$ cat config.mk
export PLATFORM = sky130hd
export DESIGN_NAME = div_ctrl
export DESIGN_NICKNAME = d
export VERILOG_FILES = /design/src/rtl/div_pkg.sv /design/src/rtl/div_step.sv /design/src/rtl/div_ctrl.sv
export SDC_FILE = /design/constraint.sdc
export NUM_CORES = 1
export LEC_CHECK = 0
export CELL_PAD_IN_SITES_DETAIL_PLACEMENT = 1
export CELL_PAD_IN_SITES_GLOBAL_PLACEMENT = 1
export CORE_MARGIN = 1.5
export CORE_UTILIZATION = 53
export DETAILED_ROUTE_END_ITERATION = 10
export DONT_BUFFER_PORTS = 1
export GPL_TIMING_DRIVEN = 1
export MAX_ROUTING_LAYER = met4
export PLACE_DENSITY_LB_ADDON = 0.1
export SLEW_MARGIN = 40
export SYNTH_ARGS = -nofsm -noshare
export SYNTH_HDL_FRONTEND = slang
export SYNTH_SLANG_ARGS = --single-unit
$ cat constraint.sdc
create_clock -name clk -period 9.7 [get_ports clk]
set_input_delay 0.97 -clock clk [delete_from_list [all_inputs] [get_ports clk]]
set_output_delay 0.97 -clock clk [all_outputs]
set_load 0.01 [all_outputs]
$ cat src/rtl/div_pkg.sv
// Shared constants and types for the EX-stage divider controller.
package div_pkg;

  localparam int DATA_W      = 32;
  localparam int CNT_W       = 5;
  localparam int DIV_LATENCY = DATA_W + 2;

  localparam logic [DATA_W-1:0] DIV_BY_ZERO_QUOT = 32'hFFFF_FFFF;

  typedef enum logic [1:0] {
    IDLE,
    BUSY,
    DONE
  } div_state_e;

  // Operation attributes captured at accept and applied in the final cycle
  typedef struct packed {
    logic qsign;
    logic rsign;
    logic dbz;
  } div_flags_t;

endpackage

$ cat src/rtl/div_step.sv
// One radix-2 restoring iteration: shift in a dividend bit, trial-subtract the divisor.
module div_step #(
  parameter int W = 32
) (
  input  logic [W-1:0] rem_i,
  input  logic         dvd_msb_i,
  input  logic [W-1:0] dvs_i,
  output logic [W-1:0] rem_o,
  output logic         q_o
);

  logic [W:0] shifted;
  logic [W:0] diff;

  assign shifted = {rem_i, dvd_msb_i};
  assign diff    = shifted - {1'b0, dvs_i};
  assign q_o     = ~diff[W];
  assign rem_o   = q_o ? diff[W-1:0] : shifted[W-1:0];

endmodule

$ cat src/rtl/div_ctrl.sv
// Multi-cycle DIV/DIVU sequencer (radix-2 restoring) driving the EX-stage stall.
// Optional: define DIV_EARLY_OUT_EN to finish in one cycle when |src1| < |src2|.
module div_ctrl
  import div_pkg::*;
#(
  parameter int DATA_W = div_pkg::DATA_W,
  parameter int CNT_W  = div_pkg::CNT_W
) (
  input  logic              clk,
  input  logic              resetn,
  input  logic              es_valid,
  input  logic              div_req,
  input  logic              div_signed,
  input  logic [DATA_W-1:0] div_src1,
  input  logic [DATA_W-1:0] div_src2,
  input  logic              flush,
  output logic              div_stop,
  output logic              div_done,
  output logic [DATA_W-1:0] div_quot,
  output logic [DATA_W-1:0] div_rem
);

  div_state_e        state_q, state_d;
  logic [CNT_W-1:0]  cnt_q, cnt_d;
  // dq holds the dividend and fills with quotient bits from the bottom as it shifts
  logic [DATA_W-1:0] dq_q, dq_d;
  logic [DATA_W-1:0] rem_q, rem_d;
  logic [DATA_W-1:0] dvs_q, dvs_d;
  logic [DATA_W-1:0] quot_q, quot_d;
  logic [DATA_W-1:0] remo_q, remo_d;
  div_flags_t        flags_q, flags_d;

  logic              accept;
  logic              neg1, neg2;
  logic [DATA_W-1:0] abs1, abs2;
  logic [DATA_W-1:0] step_rem;
  logic              step_q;
  logic [DATA_W-1:0] q_raw, quot_fin, rem_fin;
  logic              early;

  assign accept = es_valid && div_req && !flush;
  assign neg1   = div_signed && div_src1[DATA_W-1];
  assign neg2   = div_signed && div_src2[DATA_W-1];
  assign abs1   = neg1 ? -div_src1 : div_src1;
  assign abs2   = neg2 ? -div_src2 : div_src2;

`ifdef DIV_EARLY_OUT_EN
  assign early = (div_src2 != '0) && (abs1 < abs2);
`else
  assign early = 1'b0;
`endif

  div_step #(.W(DATA_W)) u_step (
    .rem_i     (rem_q),
    .dvd_msb_i (dq_q[DATA_W-1]),
    .dvs_i     (dvs_q),
    .rem_o     (step_rem),
    .q_o       (step_q)
  );

  // With a zero divisor every trial subtract succeeds, so the remainder ends as
  // |src1| and the sign correction below turns it back into the raw src1.
  assign q_raw    = {dq_q[DATA_W-2:0], step_q};
  assign quot_fin = flags_q.dbz   ? DATA_W'(DIV_BY_ZERO_QUOT) :
                    flags_q.qsign ? -q_raw : q_raw;
  assign rem_fin  = flags_q.rsign ? -step_rem : step_rem;

  always_comb begin
    state_d = state_q;
    cnt_d   = cnt_q;
    dq_d    = dq_q;
    rem_d   = rem_q;
    dvs_d   = dvs_q;
    flags_d = flags_q;
    quot_d  = quot_q;
    remo_d  = remo_q;
    unique case (state_q)
      IDLE: begin
        if (accept) begin
          cnt_d         = CNT_W'(DATA_W - 1);
          dq_d          = abs1;
          rem_d         = '0;
          dvs_d         = abs2;
          flags_d.qsign = div_signed && (div_src1[DATA_W-1] ^ div_src2[DATA_W-1]);
          flags_d.rsign = neg1;
          flags_d.dbz   = (div_src2 == '0);
          state_d       = BUSY;
          if (early) begin
            quot_d  = '0;
            remo_d  = div_src1;
            state_d = DONE;
          end
        end
      end
      BUSY: begin
        if (flush) begin
          state_d = IDLE;
        end else begin
          rem_d = step_rem;
          dq_d  = q_raw;
          cnt_d = cnt_q - CNT_W'(1);
          if (cnt_q == '0) begin
            quot_d  = quot_fin;
            remo_d  = rem_fin;
            state_d = DONE;
          end
        end
      end
      DONE:    state_d = IDLE;
      default: state_d = IDLE;
    endcase
  end

  always_ff @(posedge clk or negedge resetn) begin
    if (!resetn) begin
      state_q <= IDLE;
      cnt_q   <= '0;
      dq_q    <= '0;
      rem_q   <= '0;
      dvs_q   <= '0;
      flags_q <= '0;
      quot_q  <= '0;
      remo_q  <= '0;
    end else begin
      state_q <= state_d;
      cnt_q   <= cnt_d;
      dq_q    <= dq_d;
      rem_q   <= rem_d;
      dvs_q   <= dvs_d;
      flags_q <= flags_d;
      quot_q  <= quot_d;
      remo_q  <= remo_d;
    end
  end

  assign div_stop = resetn && es_valid && div_req && !flush && (state_q != DONE);
  assign div_done = (state_q == DONE);
  assign div_quot = quot_q;
  assign div_rem  = remo_q;

`ifndef SYNTHESIS
  a_busy_valid: assert property (@(posedge clk) disable iff (!resetn)
    (state_q == BUSY) |-> (es_valid || flush))
    else $error("es_valid dropped while divider BUSY without flush");
`endif

endmodule

# Yosys cells after proc, flatten, opt, wreduce, memory -nomap -nowiden
# Index checks and enable logic that the tools add are counted.
dict set report word_totals {
  ff_bits 170
  in_bits 70
  out_inout_bits 66
  wordCells 62
}
dict set report classes {
  addsub 6
  n_eq_ne 6
  muxes 19
  bitwise 3
  n_reduce_logical 18
}
# op count
set op_table {}
lappend op_table {{32-bit 2-to-1 mux} 10}
lappend op_table {{32-bit negator} 4}
lappend op_table {{32-bit case mux with 2 select lines} 2}
lappend op_table {{33-bit by 32-bit subtractor with 33-bit output} 1}
lappend op_table {{32-bit zero test} 1}
lappend op_table {{5-bit 2-to-1 mux} 2}
lappend op_table {{5-bit case mux with 2 select lines} 1}
lappend op_table {{1-bit logical AND} 9}
lappend op_table {{2-bit 2-to-1 mux} 3}
lappend op_table {{2-bit != test (second input constant)} 3}
lappend op_table {{3-bit AND reduction} 2}
lappend op_table {{5-bit zero test} 1}
lappend op_table {{5-bit by 1-bit subtractor with 5-bit output (second input constant)} 1}
lappend op_table {{2-bit case mux with 2 select lines} 1}
lappend op_table {{2-bit AND reduction} 2}
lappend op_table {{3-bit != test (second input constant)} 1}
lappend op_table {{2-bit by 1-bit == test with 1-bit output (second input constant)} 1}
lappend op_table {{2-bit == test (second input constant)} 1}
lappend op_table {{2-bit zero test} 1}
lappend op_table {{1-bit NOT} 2}
lappend op_table {{2-bit nonzero test} 1}
lappend op_table {{1-bit zero test} 1}
lappend op_table {{1-bit XOR} 1}

# Depth between registers and ports, before layout
dict set report depth {
  ltp_word 5
  mapped_depth 21
  ltp_nobuf 19
}

# By module
# From an unflattened synthesis, not the netlist that was laid out.
dict set report unflattened {
  cells_unflattened 1371
  hier_area_um2 11710.0
}
# module n_inst cells_per_inst area_per_inst_um2 seq_area_each_um2
set modules_own_cells {}
lappend modules_own_cells {div_ctrl 1 1066 9351.5 4254.1}
lappend modules_own_cells {div_step 1 305 2358.5 0.0}

# Least setup slack after synthesis
# No wires, ideal clock.
dict set report synth_path {
  kind {reg-to-reg}
  from {register dq_q[31]}
  to {register remo_q[26] (netlist: div_rem[26])}
  arrival_time_ns 4.117
  required_time_ns 9.568
  setup_slack_ns 5.451
  path_stages_with_launch 22
  n_path_buf 2
  path_cell_list {dfrtp_1 inv_1 ha_1 fa_1 nand2b_1 a21oi_1 o211ai_1 a21oi_2 o21a_2 nor2_8 inv_4 buf_2 buf_1 nor2_1 a21oi_1 ha_1 nand4_1 mux2i_1 nand2_2 o41ai_1 xnor2_1 o21ai_1}
}
dict set report synth_via {
  elab_chain_cells 4
}
# item line
set synth_rtl {}
lappend synth_rtl {{start: declaration} div_ctrl.sv:26} ;# logic [DATA_W-1:0] dq_q, dq_d;
lappend synth_rtl {{start signal: assignment} div_ctrl.sv:127} ;# dq_q <= dq_d;
lappend synth_rtl {{33-bit by 32-bit subtractor with 33-bit output} div_step.sv:16} ;# assign diff = shifted - {1'b0, dvs_i};
lappend synth_rtl {{32-bit 2-to-1 mux (*)} div_step.sv:18} ;# assign rem_o = q_o ? diff[W-1:0] : shifted[W-1:0];
lappend synth_rtl {{32-bit negator} div_ctrl.sv:66} ;# assign rem_fin = flags_q.rsign ? -step_rem : step_rem;
lappend synth_rtl {{32-bit 2-to-1 mux (*)} div_ctrl.sv:66}
lappend synth_rtl {{end signal: assignment} div_ctrl.sv:132} ;# remo_q <= remo_d;
lappend synth_rtl {{end: declaration} div_ctrl.sv:30} ;# logic [DATA_W-1:0] remo_q, remo_d;
# Every way passes the cells marked *; elsewhere a longest branch is shown, timed or not.
# A chain may end at the register's enable or synchronous reset.

# Worst setup path in the final report
dict set report layout_path {
  from {register dq_q[31]}
  to {register remo_q[28] (netlist: div_rem[28])}
}
# The elaborated chain is that of the path after synthesis.

==> impl_metrics.csv <==
group,metric,value,unit
outcome,outcome,"finished clean",
synthesis,ys_seq_area_share,36.41,%
power_and_ir_drop,ir_drop,0.0002044,V
power_and_ir_drop,clockPowerShare,14.5,%
synthesis,synthXorXnorAreaFrac,11.02,%
floorplan,die_w,151.5,um
worst_setup_path,worstPathArrival,5.59,ns
layout,fin_nets,1459,
clock_tree,root_buffer,"clkbuf_16",
layout,finalNonFillerCells,1644,
power_and_ir_drop,p_per_area,387.3,nW/um^2
layout,regArea,4257,um^2
drt,via_per_inst,6.300,
worst_setup_path,critical_path_class,"reg -> reg",
timing,max_slew_margin,43.93,%
power_and_ir_drop,pwr-share-comb,63.3,%
floorplan,chipHeight,151.5,um
global_routing,antenna_found_initial,1,
timing,clock.fmax,189.1,MHz
synthesis,synthMuxAreaShare,2.431,%
layout,syn_to_final_growth,6.285,%
timing,fin_hold_ws,0.2286,ns
synthesis,synth-main-ff-cell,"dfrtp_1",
drt,drc,0,
clock_tree,hold_buffers,0,
synthesis,ys_ff_latch,170,
global_routing,grt_usage,33.23,%
timing,rsz0062_at_grt,"false",
worst_setup_path,cp.required,10.01,ns
synthesis,synth_compound_area_share,23.13,%
clock_tree,cts_tree,"yes",
synthesis,synth_cells,1398,
floorplan,coreArea,21760,um^2
global_routing,grt_pass1_vias,10420,
synthesis,ys.warnings.count,0,
synthesis,avgSynthCellArea,8.358,um^2
worst_setup_path,crit_fanout,44,
drt,via_count,10360,
clock_tree,ctsResizeCount,0,
power_and_ir_drop,p_leak,0.005219,uW
clock_tree,cts_made_buffers,17,
placed_design,post-dp-hpwl,26750,um
timing,finalCritPeriodShare,54.51,%
floorplan,io_pins,136,
placed_design,port_buffers,0,
placed_design,postPlaceCellArea,11820,um^2
power_and_ir_drop,pwr-share-seq,22.2,%
timing,hold_violations,0,
timing,clock_skew,0.01312,ns
clock_tree,postCtsSetupRepairBufs,0,
clock_tree,insertion_delay,0.44,ns
floorplan,start_util,53.71,%
global_routing,grt_max_degree,172,
placed_design,dpl.cell_count,1611,
clock_tree,cts_max_path_buffers,2,
layout,multi_input_area,6959,um^2
drt,wl_per_cell,21.87,um
clock_tree,path_clk_slew,0.07,ns
synthesis,synth_edf_count,0,
timing,layout_setup_ws,4.413,ns
timing,fin_tns_setup,0,ns
clock_tree,cts_num_sinks,170,
synthesis,synthArstFlopShare,100.0,%
power_and_ir_drop,switching_power,2503,uW
synthesis,synthSimpleGateAreaFrac,18.33,%
min_path,hp-class,"in -> async",
synthesis,syn_area,11680,um^2
worst_setup_path,critPathLaunchType,"register",
global_routing,grt_pass1_wl,56590,um
layout,nFillCells,2601,
synthesis,synth_top_family_by_area,"compound AO/OA/AOI/OAI gates",
clock_tree,htreeDepth,4,
floorplan,dieArea,22950,um^2
drt,drtIter0Drc,547,
drt,antenna_left,0,
synthesis,syn-num-nets,1507,
layout,drive_gt1_share,6.603,%
power_and_ir_drop,switching_share,52.04,%
synthesis,synth.distinct_cells,75,
timing,drv_slew,0,
job,max_cap_violations,0,
worst_setup_path,crit_path_end_kind,"register",
placed_design,post-place-ws,4.531,ns
placed_design,place_congestion,0.9199,
power_and_ir_drop,p_int,2307,uW
timing,tightestPinTransition,0.8390,ns
floorplan,rows,54,
timing,fin_crit,5.287,ns
timing,setup_viol,0,
layout,final_area,12420,um^2
drt,drtPass1Iterations,5,
synthesis,synthAdderAreaFrac,4.240,%
drt,wl,35950,um
global_routing,grt_overflow_total,0,
registers in the layout, summed over array words and instances, names as in the netlist:
signal,flops
div_quot,32
div_rem,32
dq_q,32
dvs_q,32
rem_q,32
cnt_q,5
flags_q,3
state_q,2
worst max-delay path: stages, from the launching register on:
cell and delay [ns]:
dfrtp_1 0.39, inv_1 0.06, ha_1 0.20, fa_1 0.40, nand2b_1 0.22, a21oi_1 0.22
o211ai_1 0.23, a21oi_2 0.26, nor3_2 0.14, nor2_8 0.64, inv_4 0.36, a21oi_1 0.33
ha_1 0.28, nand4_1 0.12, mux2i_1 0.38, nand2_2 0.18, o41ai_1 0.47, xnor2_1 0.17
o21ai_1 0.07
cell usage after synthesis, types with 17 or more instances:
cell      instances  area [um^2]
o21ai_0         172        860.8
dfrtp_1         170         4254
nand2_1         157        589.3
a21oi_1          98        490.5
nor2_1           98        367.9
xnor2_1          85        744.5
xor2_1           62        543.0
inv_1            55        206.5
clkbuf_1         49        183.9
nand3_1          45        225.2
ha_1             38        475.5
nor3_1           35        175.2
a22oi_1          31        232.7
mux2i_1          27        270.3
o31ai_1          26        195.2
buf_2            17        85.08
metrics by stage:
| stage | total power [uW] | util [%] |
|---|---|---|
| after floorplan | 3290 | - |
| after global placement | 3971 | 54.23 |
| after detailed placement | 4058 | 54.34 |
| after CTS | 4792 | 57.01 |
| after global routing | 5153 | 57.09 |
| final | 4810 | 57.09 |
layer usage:
metal	up-vias	global-route usage, %	routed length (um)
met5	-	-	0
met4	0	10.10	823
met3	46	6.377	1919
met2	265	52.39	17260
met1	5156	43.39	15950
li1	4891	-	-
layout by cell type (no fill, tap or decap), types with 4 or more instances in the layout:
cell type / instances
buf_4: 6
clkbuf_16: 17
xor2_1: 62
and3_1: 10
nor2b_1: 4
a21oi_1: 98
nor3b_1: 4
mux2i_1: 27
a21o_1: 11
nor2_1: 96
a22oi_1: 31
inv_6: 5
a21oi_2: 13
o21ai_1: 12
nor4_1: 12
xnor2_1: 85
and2_1: 10
o41ai_1: 14
nand2b_1: 15
o211ai_1: 4
nand3b_1: 4
dfrtp_1: 168
nand4_1: 9
nand3_1: 45
nor3_1: 34
nand2_1: 156
o31ai_1: 26
or4_1: 9
ha_1: 38
a211oi_1: 9
inv_1: 54
a31oi_1: 16
o21ai_0: 172
or3_1: 10
final timing paths:
check	to	slack, ns	start	cells after the start
max	div_rem[28]	4.41	dq_q[31]	18
min	div_rem[11]	0.23	resetn	0
max reg2reg	div_rem[28]	4.41	dq_q[31]	18
min reg2reg	dvs_q[9]	0.49	dvs_q[9]	2
max in group asynchronous	dvs_q[23]	8.99	resetn	0
min in group clk	dvs_q[9]	0.49	dvs_q[9]	2
power by group through the flow:
stage / clock network [uW] / logic [uW] / registers [uW]
after floorplan: 0 / 2300 / 992
after global placement: 0 / 2910 / 1060
after detailed placement: 0 / 2980 / 1080
after CTS: 709 / 3020 / 1060
after global routing: 735 / 3330 / 1090
final: 697 / 3040 / 1070
cells by family after synthesis:
group,Yosys count
and+or+nand+nor,446
AOI/OAI and AO/OA,438
DFF,170
xor gates and xnor gates,147
buffers and inverters,130
adders and majority gates,39
muxes,28
final cells by class:
type / count / area share [%]
sequential: 170 / 34.27
clock buffer: 18 / 3.456
tap: 280 / 2.821
timing repair buffer: 7 / 0.4534
inverter: 56 / 1.713
antenna: 1 / 0.02015
clock inverter: 14 / 1.229
multi-input combinational: 1098 / 56.03
No activity file was read; power rests on OpenSTA's default activity.
